<file path="src/rtl/leitor_display_pkg.sv">
// Shared types and constants for the multiplexed 7-segment display reader.
package pacote_display;

  typedef enum logic [1:0] {
    ESPERA   = 2'd0,
    CONTANDO = 2'd1,
    ACEITO   = 2'd2
  } estado_t;

  // Active-high segment codes, bit order {g,f,e,d,c,b,a}.
  localparam logic [6:0] SEG_0 = 7'h3F;
  localparam logic [6:0] SEG_1 = 7'h06;
  localparam logic [6:0] SEG_2 = 7'h5B;
  localparam logic [6:0] SEG_3 = 7'h4F;
  localparam logic [6:0] SEG_4 = 7'h66;
  localparam logic [6:0] SEG_5 = 7'h6D;
  localparam logic [6:0] SEG_6 = 7'h7D;
  localparam logic [6:0] SEG_7 = 7'h07;
  localparam logic [6:0] SEG_8 = 7'h7F;
  localparam logic [6:0] SEG_9 = 7'h6F;

  localparam int unsigned US = 0;
  localparam int unsigned DS = 1;
  localparam int unsigned UM = 2;
  localparam int unsigned DM = 3;

  function automatic logic ehUmQuente(input logic [3:0] v);
    return (v != 4'd0) && ((v & (v - 4'd1)) == 4'd0);
  endfunction

  function automatic logic [1:0] indiceDigito(input logic [3:0] v);
    logic [1:0] idx;
    case (v)
      4'b0010: idx = 2'(DS);
      4'b0100: idx = 2'(UM);
      4'b1000: idx = 2'(DM);
      default: idx = 2'(US);
    endcase
    return idx;
  endfunction

endpackage

</file>
<file path="src/rtl/leitor_display_decodificador.sv">
// Combinational 7-segment (active-high) to BCD decoder; unknown patterns give 4'hF.
module decodificador_7seg_bcd
  import pacote_display::*;
(
  input  logic [6:0] segmentos,
  output logic [3:0] bcd,
  output logic       invalido
);

  // Table lookup of the ten legal digit shapes.
  always_comb begin
    bcd      = 4'hF;
    invalido = 1'b1;
    case (segmentos)
      SEG_0:   begin bcd = 4'd0; invalido = 1'b0; end
      SEG_1:   begin bcd = 4'd1; invalido = 1'b0; end
      SEG_2:   begin bcd = 4'd2; invalido = 1'b0; end
      SEG_3:   begin bcd = 4'd3; invalido = 1'b0; end
      SEG_4:   begin bcd = 4'd4; invalido = 1'b0; end
      SEG_5:   begin bcd = 4'd5; invalido = 1'b0; end
      SEG_6:   begin bcd = 4'd6; invalido = 1'b0; end
      SEG_7:   begin bcd = 4'd7; invalido = 1'b0; end
      SEG_8:   begin bcd = 4'd8; invalido = 1'b0; end
      SEG_9:   begin bcd = 4'd9; invalido = 1'b0; end
      default: begin bcd = 4'hF; invalido = 1'b1; end
    endcase
  end

endmodule

</file>
<file path="src/rtl/leitor_display.sv">
// Snoops a 4-digit multiplexed 7-segment bus, debounces each digit slot and
// publishes the last complete frame as BCD.
module leitor_display
  import pacote_display::*;
#(
  parameter int ESTAVEL         = 4,
  parameter int TIMEOUT         = 1_000_000,
  parameter bit SEG_ATIVO_BAIXO = 1'b1
) (
  input  logic       clock,
  input  logic       resetN,
  input  logic [3:0] digitos,
  input  logic [7:0] segmentos,
  output logic [3:0] us,
  output logic [3:0] ds,
  output logic [3:0] um,
  output logic [3:0] dm,
  output logic       quadroValido,
  output logic [3:0] erroSegmento,
  output logic       erroBarramento,
  output logic       semSinal
);

  localparam int CW = $clog2(ESTAVEL + 1);
  localparam int TW = $clog2(TIMEOUT + 1);
  localparam logic [CW-1:0] CNT_MAX = CW'(ESTAVEL);
  localparam logic [TW-1:0] TMO_MAX = TW'(TIMEOUT);

  logic [3:0]       digMeta_r, digSync_r, snapDig_r;
  logic [6:0]       segMeta_r, segSync_r, snapSeg_r;
  logic [CW-1:0]    cnt_r, cntNext_s;
  logic [TW-1:0]    tmo_r, tmoNext_s;
  estado_t          estado_r, estadoNext_s;
  logic [3:0]       mascara_r, mascaraBase_s, mascaraNext_s;
  logic [3:0][3:0]  sombra_r;
  logic [3:0]       erroSeg_r;
  logic             quadroValido_r, erroBarramento_r, semSinal_r;
  logic [6:0]       segAtivo_s;
  logic [3:0]       bcd_s;
  logic [1:0]       idx_s;
  logic             invalido_s, mudou_s, umQuente_s, multiplo_s;
  logic             estabilizou_s, aceita_s, quadroCompleto_s;
  logic             unusedDp;

  assign unusedDp = segmentos[7];

  // Two-flop synchronizer for the asynchronous display bus.
  always_ff @(posedge clock or negedge resetN) begin
    if (!resetN) begin
      digMeta_r <= 4'd0;
      digSync_r <= 4'd0;
      segMeta_r <= 7'd0;
      segSync_r <= 7'd0;
    end else begin
      digMeta_r <= digitos;
      digSync_r <= digMeta_r;
      segMeta_r <= segmentos[6:0];
      segSync_r <= segMeta_r;
    end
  end

  assign segAtivo_s = SEG_ATIVO_BAIXO ? ~segSync_r : segSync_r;

  decodificador_7seg_bcd uDecod (
    .segmentos (segAtivo_s),
    .bcd       (bcd_s),
    .invalido  (invalido_s)
  );

  assign mudou_s    = (digSync_r != snapDig_r) || (segSync_r != snapSeg_r);
  assign umQuente_s = ehUmQuente(digSync_r);
  assign multiplo_s = (digSync_r != 4'd0) && !umQuente_s;
  assign idx_s      = indiceDigito(digSync_r);

  // Saturating stability count of the current {digitos, segments} pattern.
  always_comb begin
    cntNext_s = cnt_r;
    if (mudou_s) begin
      cntNext_s = CW'(1);
    end else if (cnt_r == CNT_MAX) begin
      cntNext_s = cnt_r;
    end else begin
      cntNext_s = cnt_r + CW'(1);
    end
  end

  // True only on the edge where a pattern first completes ESTAVEL clocks.
  assign estabilizou_s    = (cntNext_s == CNT_MAX) && (cnt_r != CNT_MAX);
  assign aceita_s         = (estado_r == CONTANDO) && umQuente_s && !mudou_s && estabilizou_s;
  assign quadroCompleto_s = (mascara_r == 4'b1111);
  assign mascaraBase_s    = quadroCompleto_s ? 4'd0 : mascara_r;
  assign mascaraNext_s    = aceita_s ? (mascaraBase_s | (4'd1 << idx_s)) : mascaraBase_s;
  assign tmoNext_s        = aceita_s ? {TW{1'b0}}
                          : ((tmo_r == TMO_MAX) ? tmo_r : tmo_r + TW'(1));

  // Next-state logic: blanking or a multi-digit select always drops to ESPERA.
  always_comb begin
    estadoNext_s = estado_r;
    if (!umQuente_s) begin
      estadoNext_s = ESPERA;
    end else begin
      case (estado_r)
        ESPERA:   estadoNext_s = CONTANDO;
        CONTANDO: estadoNext_s = aceita_s ? ACEITO : CONTANDO;
        ACEITO:   estadoNext_s = mudou_s ? CONTANDO : ACEITO;
        default:  estadoNext_s = ESPERA;
      endcase
    end
  end

  // FSM state register.
  always_ff @(posedge clock or negedge resetN) begin
    if (!resetN) begin
      estado_r <= ESPERA;
    end else begin
      estado_r <= estadoNext_s;
    end
  end

  // Snapshot, counters, shadow capture and frame publication.
  always_ff @(posedge clock or negedge resetN) begin
    if (!resetN) begin
      snapDig_r        <= 4'd0;
      snapSeg_r        <= 7'd0;
      cnt_r            <= {CW{1'b0}};
      tmo_r            <= {TW{1'b0}};
      mascara_r        <= 4'd0;
      sombra_r         <= 16'd0;
      erroSeg_r        <= 4'd0;
      us               <= 4'd0;
      ds               <= 4'd0;
      um               <= 4'd0;
      dm               <= 4'd0;
      quadroValido_r   <= 1'b0;
      erroBarramento_r <= 1'b0;
      semSinal_r       <= 1'b0;
    end else begin
      snapDig_r        <= digSync_r;
      snapSeg_r        <= segSync_r;
      cnt_r            <= cntNext_s;
      tmo_r            <= tmoNext_s;
      mascara_r        <= mascaraNext_s;
      quadroValido_r   <= quadroCompleto_s;
      erroBarramento_r <= multiplo_s && estabilizou_s;
      semSinal_r       <= (tmoNext_s == TMO_MAX);
      if (aceita_s) begin
        sombra_r[idx_s]  <= bcd_s;
        erroSeg_r[idx_s] <= invalido_s;
      end
      // Publication reads the pre-edge shadows, so a same-edge accept lands in the next frame.
      if (quadroCompleto_s) begin
        us <= sombra_r[US];
        ds <= sombra_r[DS];
        um <= sombra_r[UM];
        dm <= sombra_r[DM];
      end
    end
  end

  assign quadroValido   = quadroValido_r;
  assign erroSegmento   = erroSeg_r;
  assign erroBarramento = erroBarramento_r;
  assign semSinal       = semSinal_r;

endmodule

</file>
<file path="config.mk">
export PLATFORM = sky130hd
export DESIGN_NAME = leitor_display
export DESIGN_NICKNAME = d
export VERILOG_FILES = /design/src/rtl/leitor_display_pkg.sv /design/src/rtl/leitor_display_decodificador.sv /design/src/rtl/leitor_display.sv
export SDC_FILE = /design/constraint.sdc
export NUM_CORES = 1
export LEC_CHECK = 0
export ABC_AREA = 1
export CORE_MARGIN = 4
export CORE_UTILIZATION = 30
export DETAILED_ROUTE_END_ITERATION = 7
export PLACE_DENSITY = 0.56
export SYNTH_ARGS = -nofsm -noshare
export SYNTH_HDL_FRONTEND = slang
export SYNTH_SLANG_ARGS = --single-unit
</file>
<file path="constraint.sdc">
create_clock -name clock -period 5.02 [get_ports clock]
set_input_delay 1.004 -clock clock [delete_from_list [all_inputs] [get_ports clock]]
set_output_delay 1.004 -clock clock [all_outputs]
set_load 0.005 [all_outputs]
</file>
==> qor.log, run 1 <==
INFO  status         outcome=complete, no violations
INFO  critical_path  critical_path.max_stage_delay=0.65ns
INFO  sta            layout_setup_ws=1.93ns
INFO  place          place.gp.congestion=0.839
INFO  global_routing grt_use_met2=18.1%
INFO  critical_path  cp_data_required_time=5.25ns
INFO  clock_network  clk_pin_slew_worst_paths=0.06ns
INFO  sta            hold_viol_final=0
INFO  sta            fin_setup_tns=0ns
INFO  floorplan      die-width=129um
INFO  global_routing grt_most_used_layer=met2
INFO  clock_network  cts_made_buffers=9
INFO  synth          sequential_fraction_of_the_synthesis_area=57.5%
INFO  layout         fin_area=0.00526mm2
INFO  synth          ys_ff_latch=101
INFO  route          route.vias.total=3,276
INFO  route          detail_route.drc_violations=0
INFO  critical_path  crit_slowest_cell=inv_1
INFO  global_routing grt_max_degree=68
INFO  min_path       holdCritPathClass=reg2reg
INFO  synth          synth_cell_type_count=27
INFO  sta            fmax=323MHz
INFO  sta            unrepaired_setup_endpoints_after_global_routing=false
INFO  synth          post_synth_instance_area=0.00439mm2
INFO  place          dpl.hpwl=6190um
INFO  layout         antenna-diode-count=0
INFO  pwr            leakage_power=2.70nW
INFO  global_routing track_usage=11.4%
INFO  run            drv_cap=0
INFO  sta            timing.final.max_slew_violations=0
INFO  place          placed_area=0.00492mm2
INFO  layout         synthToLayoutAreaGrowth=19.7%
INFO  layout         mostFrequentLayoutCell=nand2_1
INFO  route          post_drt_wl_per_cell=11.8um
INFO  clock_network  clock_sinks=101
INFO  global_routing gr-usage-met3=3.79%
INFO  critical_path  timing.critical_path.fanout_max=21
INFO  sta            max-slew-margin-rel=26.4%
INFO  critical_path  cp_top_family=simple AND/OR/NAND/NOR gates
INFO  floorplan      die_height=129um
INFO  clock_network  h-tree-depth=3
INFO  floorplan      io_pins=37
INFO  clock_network  number_of_post_cts_setup_repair_buffers=0
INFO  clock_network  cts_tree=built
INFO  place          io_buffer_count=35
INFO  layout         post_route_cells_drive_above_1_share=3.82%
INFO  pwr            power_per_cell_area=318mW/mm2
INFO  layout         final-seq-area=0.00253mm2
INFO  pwr            total_switching_power=0.333mW
INFO  critical_path  cell_by_cell_listing_of_the_critical_path=inv_1 > nand2_1 > nand2_1 > nand2_1 > nor2_1 > nand2_1 > nor2_4 > nand4_2 > inv_1 > nand3_1 > o21ai_0 > inv_1
INFO  sta            skew=0.0110ns
INFO  pwr            max-vdd-ir-drop=0.184mV
INFO  global_routing antenna_found_initial=0
INFO  global_routing met1_track_utilization_from_global_routing=14.8%
INFO  clock_network  buffers_from_clock_root_to_sink_at_most=2
INFO  sta            slew_at_the_pin_closest_to_its_max_slew_limit=1.10ns
INFO  global_routing grt_pass1_vias=3,269
INFO  pwr            comb_power_share=3.0%
INFO  layout         number_of_nets_at_the_end_of_the_flow=565
INFO  critical_path  cp-end-kind=flip-flop
INFO  critical_path  criticalPathCategory=reg2reg
INFO  synth          synth-warning-count=0
INFO  place          place_ws=1.90ns
INFO  layout         final_util=37.3%
INFO  route          ant_nets=0
INFO  sta            final_critical_path_share_of_the_clock_period=61.6%
INFO  critical_path  path_common_cell=nand2_1
INFO  synth          syn-mean-instance-area=8.63um2
INFO  floorplan      start_util=31.2%
INFO  clock_network  cts_hold_repair.buffers=0
INFO  critical_path  timing.critical_path.from_type=flip-flop
INFO  synth          synth_fp_nets=527
INFO  route          vias_per_cell=4.49
INFO  sta            setup-violations-final=0
INFO  synth          synthesis.instances=509
INFO  floorplan      fp.dieArea=0.0166mm2
INFO  route          drt_first_pass_iters=5
INFO  layout         fill_cells=1,415
INFO  pwr            cell_internal_pwr=1.34mW
INFO  floorplan      num_rows=43
INFO  clock_network  cts-root-buf=clkbuf_16
INFO  route          wirelength=8630um
INFO  place          dp_cells=716
INFO  layout         layout.cells.most_common_list=nand2_1, dfrtp_1, inv_1
INFO  pwr            power.clock.fraction=46.9%
INFO  pwr            switching_share=19.9%
INFO  global_routing grt_first_pass_wirelength=15,200um
INFO  pwr            finalPower=1.67mW
INFO  route          drt-initial-drc-count=178
INFO  layout         multi_input_comb_area=0.00150mm2
INFO  sta            whs=0.347ns
INFO  pwr            seqPwrFrac=50.1%
INFO  global_routing grt_remaining_overflow=0
INFO  critical_path  worst-endpoint-arrival=3.33ns
INFO  clock_network  post_cts_resized=0
INFO  critical_path  reg2reg_setup_slack=1.93ns
INFO  layout         layoutNonFillerInstCount=730
INFO  floorplan      design.core.area=0.0141mm2
INFO  critical_path  critPathBufInv=3
INFO  clock_network  clock_latency=0.36ns
INFO  sta            layout_min_cycle_time=3.09ns
## sequential cells by signal, indices dropped and copies added (netlist names), 7 cells and up
register and count:
tmo_r 20, sombra_r 16, segMeta_r 7, snapSeg_r 7, segSync_r 7
## logic make-up (layout without fill, tap and decap cells)
logic type                 count (synthesis)  in the layout  synth area share, %
and+or+nand+nor                          245            245                 23.6
DFF                                      101            101                 57.5
buffers and inverters                     93            134                 8.40
AOI/OAI and AO/OA                         46             46                 5.38
xor gates and xnor gates                  20             20                 3.99
adders and majority gates                  4              4                 1.14
## cell type report
cell class	count	area share, %
Sequential cell	101	48.1
Multi-Input combinational cell	315	28.5
Timing Repair Buffer	36	6.76
Inverter	84	6.00
Clock buffer	10	4.55
Tap cell	180	4.28
Clock inverter	4	1.86
## power groups by stage
stage	combinational (mW)	clock (mW)	sequential, mW
detailed placement	0.0522	0	0.853
floorplan	0.0211	0	0.851
finish	0.0504	0.784	0.838
global route	0.0589	0.840	0.840
CTS	0.0523	0.809	0.838
global placement	0.0507	0	0.852
## layer usage
metal | up-vias | part of all wire [%]
met5 | - | 0
met4 | 0 | 1.8
met3 | 19 | 5.6
met2 | 81 | 47
met1 | 1524 | 46
li1 | 1652 | -
## cell usage after synthesis
library cell	number	share of area (%)
o21ai_0	31	3.5
ha_1	4	1.1
buf_2	1	0.11
o211ai_1	1	0.17
clkbuf_1	5	0.43
dfrtp_1	101	58
inv_1	83	7.1
a21oi_1	6	0.68
a31oi_1	1	0.14
o31ai_1	1	0.17
buf_4	1	0.17
nand2_1	134	11
xor2_1	17	3.4
nand4_1	18	2.6
o21ai_1	6	0.68
or2_4	1	0.20
nand4_2	1	0.28
nor2_1	62	5.3
nand3b_1	1	0.17
nor4_1	3	0.43
nor2_4	1	0.26
inv_2	1	0.085
xnor2_1	3	0.60
nor3b_2	1	0.28
nor3_1	8	0.91
buf_6	2	0.51
nand3_1	15	1.7
## path summary, 6_finish.rpt
check	start	endpoint	depth (start not counted)
worst min-delay path	segMeta_r[0]	segSync_r[0]	0
worst max-delay path	segSync_r[5]	sombra_r[9]	12
worst max register to register	segSync_r[5]	sombra_r[9]	12
min in group asynchronous	resetN	tmo_r[11]	1
max in group asynchronous	resetN	sombra_r[11]	2
worst min register to register	segMeta_r[0]	segSync_r[0]	0
(Power assumes the default switching activity.)
==> run 2: changes to the inputs <==
PLACE_DENSITY = 0.57   (was 0.56)
clock period = 2.64 ns   (was 5.02 ns; I/O delays follow)
==> run 2 against run 1 <==
  * Clock skew fell by 0.0060 ns
  * Critical path depth did not move
  * Via count is 0.12% lower
  * Cell area grew 1.4%
  * Largest power group unchanged
  * Wire length shrank 0.29%
==> qor.log, run 2 (synthesis gave the netlist of run 1 again) <==
INFO  route          drt-initial-drc-count=114
INFO  layout         registers.top_by_ff_count=tmo_r
INFO  pwr            power.clock.fraction=47.8%
INFO  global_routing track_usage=11.3%
INFO  sta            slew_at_the_pin_closest_to_its_max_slew_limit=0.856ns
INFO  sta            fmax=476MHz
INFO  floorplan      fp.dieArea=0.0166mm2
INFO  layout         reg_top3=tmo_r x20, sombra_r x16
INFO  pwr            comb_power_share=3.1%
INFO  clock_network  cts_made_buffers=9
INFO  global_routing grt_first_pass_wirelength=15,000um
INFO  min_path       holdCritPathClass=in2async
INFO  route          route.vias.total=3,272
INFO  status         outcome=complete, no violations
INFO  global_routing antenna_found_initial=0
INFO  critical_path  timing.critical_path.from_type=flip-flop
INFO  layout         layoutNonFillerInstCount=737
INFO  pwr            cell_internal_pwr=2.59mW
INFO  layout         largest_reg_flops=20
INFO  clock_network  clock_latency=0.35ns
INFO  route          detail_route.drc_violations=0
INFO  place          dpl.hpwl=6130um
INFO  floorplan      num_rows=43
INFO  place          dp_cells=721
INFO  pwr            switching_share=20.1%
INFO  sta            setup-violations-final=0
INFO  critical_path  cp_data_required_time=2.88ns
INFO  clock_network  cts-root-buf=clkbuf_16
INFO  sta            layout_min_cycle_time=2.10ns
INFO  clock_network  post_cts_resized=0
INFO  critical_path  criticalPathCategory=reg2reg
INFO  clock_network  h-tree-depth=3
INFO  run            drv_cap=0
INFO  clock_network  number_of_post_cts_setup_repair_buffers=0
INFO  place          io_buffer_count=35
INFO  pwr            seqPwrFrac=49.2%
INFO  sta            skew=0.00497ns
INFO  route          post_drt_wl_per_cell=11.7um
INFO  global_routing grt_pass1_vias=3,220
INFO  layout         number_of_nets_at_the_end_of_the_flow=570
INFO  critical_path  timing.critical_path.fanout_max=11
INFO  critical_path  worst-endpoint-arrival=2.34ns
INFO  sta            hold_viol_final=0
INFO  pwr            total_switching_power=0.650mW
INFO  floorplan      design.core.area=0.0141mm2
INFO  global_routing grt_remaining_overflow=0
INFO  floorplan      io_pins=37
INFO  pwr            power_per_cell_area=608mW/mm2
INFO  clock_network  buffers_from_clock_root_to_sink_at_most=2
INFO  layout         antenna-diode-count=0
INFO  place          place.gp.congestion=0.881
INFO  route          ant_nets=0
INFO  route          vias_per_cell=4.44
INFO  sta            unrepaired_setup_endpoints_after_global_routing=false
INFO  layout         layout.cells.most_common_list=nand2_1, dfrtp_1, inv_1
INFO  floorplan      die_height=129um
INFO  floorplan      start_util=31.2%
INFO  sta            timing.final.max_slew_violations=0
INFO  global_routing grt_max_degree=43
INFO  layout         synthToLayoutAreaGrowth=21.3%
INFO  clock_network  clk_pin_slew_worst_paths=0.07ns
INFO  sta            final_critical_path_share_of_the_clock_period=79.6%
INFO  clock_network  cts_tree=built
INFO  route          wirelength=8610um
INFO  pwr            max-vdd-ir-drop=0.367mV
INFO  clock_network  clock_sinks=101
INFO  layout         mostFrequentLayoutCell=nand2_1
INFO  sta            max-slew-margin-rel=42.7%
INFO  critical_path  cp-end-kind=flip-flop
INFO  route          drt_first_pass_iters=4
INFO  layout         post_route_cells_drive_above_1_share=5.03%
INFO  clock_network  cts_hold_repair.buffers=0
INFO  pwr            leakage_power=2.73nW
INFO  floorplan      die-width=129um
INFO  sta            fin_setup_tns=0ns
## run 2: path summary, 6_finish.rpt
check	from	endpoint	slack (ns)	cells after the start
max	segSync_r[5]	sombra_r[3]	0.54	12
min	resetN	tmo_r[12]	0.17	1
max reg2reg	segSync_r[5]	sombra_r[3]	0.54	12
min reg2reg	segMeta_r[1]	segSync_r[1]	0.35	0
max in group asynchronous	resetN	snapSeg_r[4]	1.79	2
min in group clock	segMeta_r[1]	segSync_r[1]	0.35	0
## run 2: critical path, stage by stage (launching register included)
cell	delay, ns
dfrtp_1	0.45
inv_1	0.13
nand2_1	0.06
nand2_1	0.05
nand2_1	0.05
nor2_1	0.12
nand2_1	0.11
nor2_4	0.15
nand4_2	0.10
inv_1	0.13
o211ai_1	0.32
o21ai_0	0.27
inv_1	0.05
## run 2: stage by stage
stage / cell area [um2] / power (mW) / setup slack (ns) / hold WS, ns / utilization [%]
floorplan: 4390 / 1.66 / 0.848 / 0.232 / -
global placement: 4970 / 1.72 / 0.583 / 0.332 / 35.3
detailed placement: 4970 / 1.72 / 0.536 / 0.335 / 35.3
CTS: 5330 / 3.29 / 0.519 / 0.187 / 37.8
global route: 5330 / 3.38 / 0.210 / 0.210 / 37.8
finish: 5330 / 3.24 / 0.538 / 0.175 / 37.8
## run 2: final cells by class
type	instances	area, um2
Fill cell	1419	8770
Sequential cell	101	2530
Clock inverter	5	106
Clock buffer	11	253
Multi-Input combinational cell	315	1500
Tap cell	180	225
Inverter	84	315
Timing Repair Buffer	41	405
## run 2: layer usage
metal	vias up	share of wire [%]	wire, um	global-route usage (%)
li1	1668	-	-	-
met1	1525	48	4140	14.4
met2	62	45	3920	17.8
met3	17	4.9	421	4.45
met4	0	1.5	132	3.34
met5	-	0	0	0
## run 2: power by group through the flow
stage                     logic [mW]  clock network (mW)  registers (mW)
final                         0.0990                1.55            1.59
after global routing           0.116                1.66            1.60
after detailed placement       0.102                   0            1.62
after global placement        0.0994                   0            1.62
after CTS                      0.102                1.60            1.59
after floorplan               0.0402                   0            1.62
==> run 3: changes to the inputs <==
PLACE_DENSITY = 0.56   (was 0.57)
clock period = 1.99 ns   (was 2.64 ns; I/O delays follow)
==> run 3 against run 2 <==
  * Cell area increased by 3.2%
  * Sequential cell count unchanged
  * Global-route usage increased by 0.36 points
  * Critical path type unchanged
==> qor.log, run 3 (synthesis gave the netlist of run 1 again) <==
INFO  status         outcome=complete, no violations
INFO  min_path       holdPathEnd=segSync_r[4]
INFO  pwr            power_per_cell_area=732mW/mm2
INFO  critical_path  worst_r2r_endpoint=sombra_r[5]
INFO  sta            timing.final.max_slew_violations=0
INFO  floorplan      num_rows=43
INFO  sta            fin_setup_tns=0ns
INFO  layout         number_of_nets_at_the_end_of_the_flow=591
INFO  sta            skew=0.00789ns
INFO  layout         antenna-diode-count=0
INFO  clock_network  clock_latency=0.35ns
INFO  layout         fill_cells=1,420
INFO  global_routing track_usage=11.6%
INFO  place          io_buffer_count=35
INFO  sta            slew_at_the_pin_closest_to_its_max_slew_limit=0.629ns
INFO  layout         post_route_cells_drive_above_1_share=12.5%
INFO  critical_path  cell_by_cell_listing_of_the_critical_path=inv_2 > nand2_1 > nand2_1 > nand2_1 > nor2_2 > nand2_2 > nor2_4 > nand4_4 > buf_6 > or2_4 > o21ai_1 > inv_1
INFO  floorplan      fp.dieArea=0.0166mm2
INFO  min_path       worst_hold_path.num_cells=0
INFO  min_path       min_from=segMeta_r[4]
INFO  route          detail_route.drc_violations=0
INFO  route          wire_length_the_detailed_router_placed_on_met1=4130um
INFO  critical_path  criticalPathCategory=reg2reg
INFO  sta            layout_min_cycle_time=1.86ns
INFO  run            drv_cap=0
INFO  layout         largest_reg_flops=20
INFO  route          route.vias.total=3,324
INFO  critical_path  worst-endpoint-arrival=2.11ns
INFO  clock_network  cts_tree=built
INFO  route          ant_nets=0
INFO  clock_network  clk_pin_slew_worst_paths=0.07ns
INFO  sta            final_critical_path_share_of_the_clock_period=93.6%
INFO  route          wl_met2=4140um
INFO  global_routing grt_pass1_vias=3,425
INFO  layout         reg_top3=tmo_r x20, sombra_r x16
INFO  place          dpl.hpwl=6480um
INFO  sta            max-slew-margin-rel=57.7%
INFO  floorplan      start_util=31.2%
INFO  route          wl_met3=428um
INFO  critical_path  path_common_cell=nand2_1
INFO  clock_network  cts_made_buffers=9
INFO  place          place.gp.congestion=0.873
INFO  floorplan      die_height=129um
INFO  critical_path  cp-end-kind=flip-flop
INFO  layout         layoutNonFillerInstCount=758
INFO  route          post_drt_wl_per_cell=11.7um
INFO  sta            fmax=537MHz
INFO  floorplan      design.core.area=0.0141mm2
INFO  clock_network  cts-root-buf=clkbuf_16
INFO  layout         mostFrequentLayoutCell=nand2_1
INFO  global_routing grt_max_degree=41
INFO  sta            unrepaired_setup_endpoints_after_global_routing=true
INFO  route          routed.top_layer=met4
INFO  critical_path  crit_slowest_cell=dfrtp_1
INFO  pwr            max-vdd-ir-drop=0.626mV
INFO  route          drt-initial-drc-count=175
INFO  clock_network  h-tree-depth=3
INFO  critical_path  cp_data_required_time=2.23ns
INFO  route          drt_first_pass_iters=4
INFO  layout         layout.cells.most_common_list=nand2_1, dfrtp_1, inv_1
INFO  clock_network  clock_sinks=101
INFO  clock_network  buffers_from_clock_root_to_sink_at_most=2
INFO  sta            hold_viol_final=0
INFO  global_routing grt_first_pass_wirelength=15,500um
INFO  sta            setup-violations-final=0
INFO  min_path       holdCritPathClass=reg2reg
INFO  critical_path  timing.rr.start=segSync_r[5]
INFO  global_routing grt_remaining_overflow=0
INFO  critical_path  reg2reg_setup_slack=0.13ns
INFO  global_routing antenna_found_initial=0
INFO  critical_path  depth_of_the_most_critical_reg_to_reg_path=12
INFO  sta            whs=0.349ns
INFO  route          vias_per_cell=4.39
INFO  layout         synthToLayoutAreaGrowth=25.2%
INFO  layout         registers.top_by_ff_count=tmo_r
INFO  pwr            leakage_power=2.83nW
INFO  route          wirelength=8870um
INFO  critical_path  timing.critical_path.from_type=flip-flop
INFO  place          dp_cells=735
INFO  critical_path  timing.critical_path.fanout_max=6
INFO  floorplan      die-width=129um
INFO  floorplan      io_pins=37
INFO  critical_path  critical_path.max_stage_delay=0.41ns
## run 3: cell types whose count changed in the layout (fill, tap and decap cells not counted), sizes merged, moves of 2 or more
cell | previous run | this run
buf | 7 | 26
bufinv | 3 | 1
clkbuf | 11 | 9
clkinvlp | 1 | 3
## run 3: cell type report
type / instances / area, um2 / area share [%]
Sequential cell: 101 / 2530 / 46.0
Clock inverter: 7 / 75.1 / 1.36
Tap cell: 180 / 225 / 4.09
Inverter: 84 / 315 / 5.73
Timing Repair Buffer: 61 / 566 / 10.3
Multi-Input combinational cell: 316 / 1570 / 28.5
Clock buffer: 9 / 225 / 4.09
## run 3: worst max-delay path, delay by kind of cell, from the launching register on
| kind | cells | cell delay [ns] |
|---|---|---|
| AND/OR/NAND/NOR | 8 | 0.91 |
| buffers and inverters | 3 | 0.30 |
| flip-flops | 1 | 0.41 |
| AO/OA/AOI/OAI | 1 | 0.14 |
## run 3: timing repair
action                                 4_1_cts  5_1_grt
cloned                                       0        1
resized for setup                            1       34
hold buffers                                 1        0
endpoints found under the hold margin       23        0
setup buffers                                0        5
setup endpoints to repair                    1       21
pin swaps                                    0        7
## run 3: routing by layer
layer	global-route usage [%]	vias to the layer above
met1	14.8	1546
met2	18.4	59
met4	4.45	0
li1	-	1705
met5	0	-
met3	4.00	14
## run 3: how the worst max path moves through the flow
stage | endpoint | startpoint | slack, ns
2_1_floorplan | sombra_r[5] | digSync_r[1] | 0.20
3_3_place_gp | sombra_r[15] | segSync_r[5] | -0.02
3_5_place_dp | sombra_r[15] | segSync_r[5] | -0.006
4_1_cts | sombra_r[5] | segSync_r[5] | 0.04
5_1_grt | sombra_r[8] | segSync_r[0] | -0.01
6_report | sombra_r[5] | segSync_r[5] | 0.13
## run 3: report_power, final
| part | total, mW | internal (mW) | switching [mW] |
|---|---|---|---|
| Sequential | 2.11 | 2.09 | 0.0241 |
| Combinational | 0.159 | 0.0647 | 0.0939 |
| Clock | 1.76 | 0.978 | 0.778 |
## run 3: stage by stage
stage	total power, mW	utilization, %	setup slack [ns]	cell area, um2
2_1_floorplan	2.20	-	0.198	4390
3_3_place_gp	2.30	36.0	-0.0182	5070
3_5_place_dp	2.30	36.0	-0.00584	5070
4_1_cts	4.09	38.2	0.0422	5390
5_1_grt	4.20	39.0	-0.0145	5500
6_report	4.03	39.0	0.128	5500
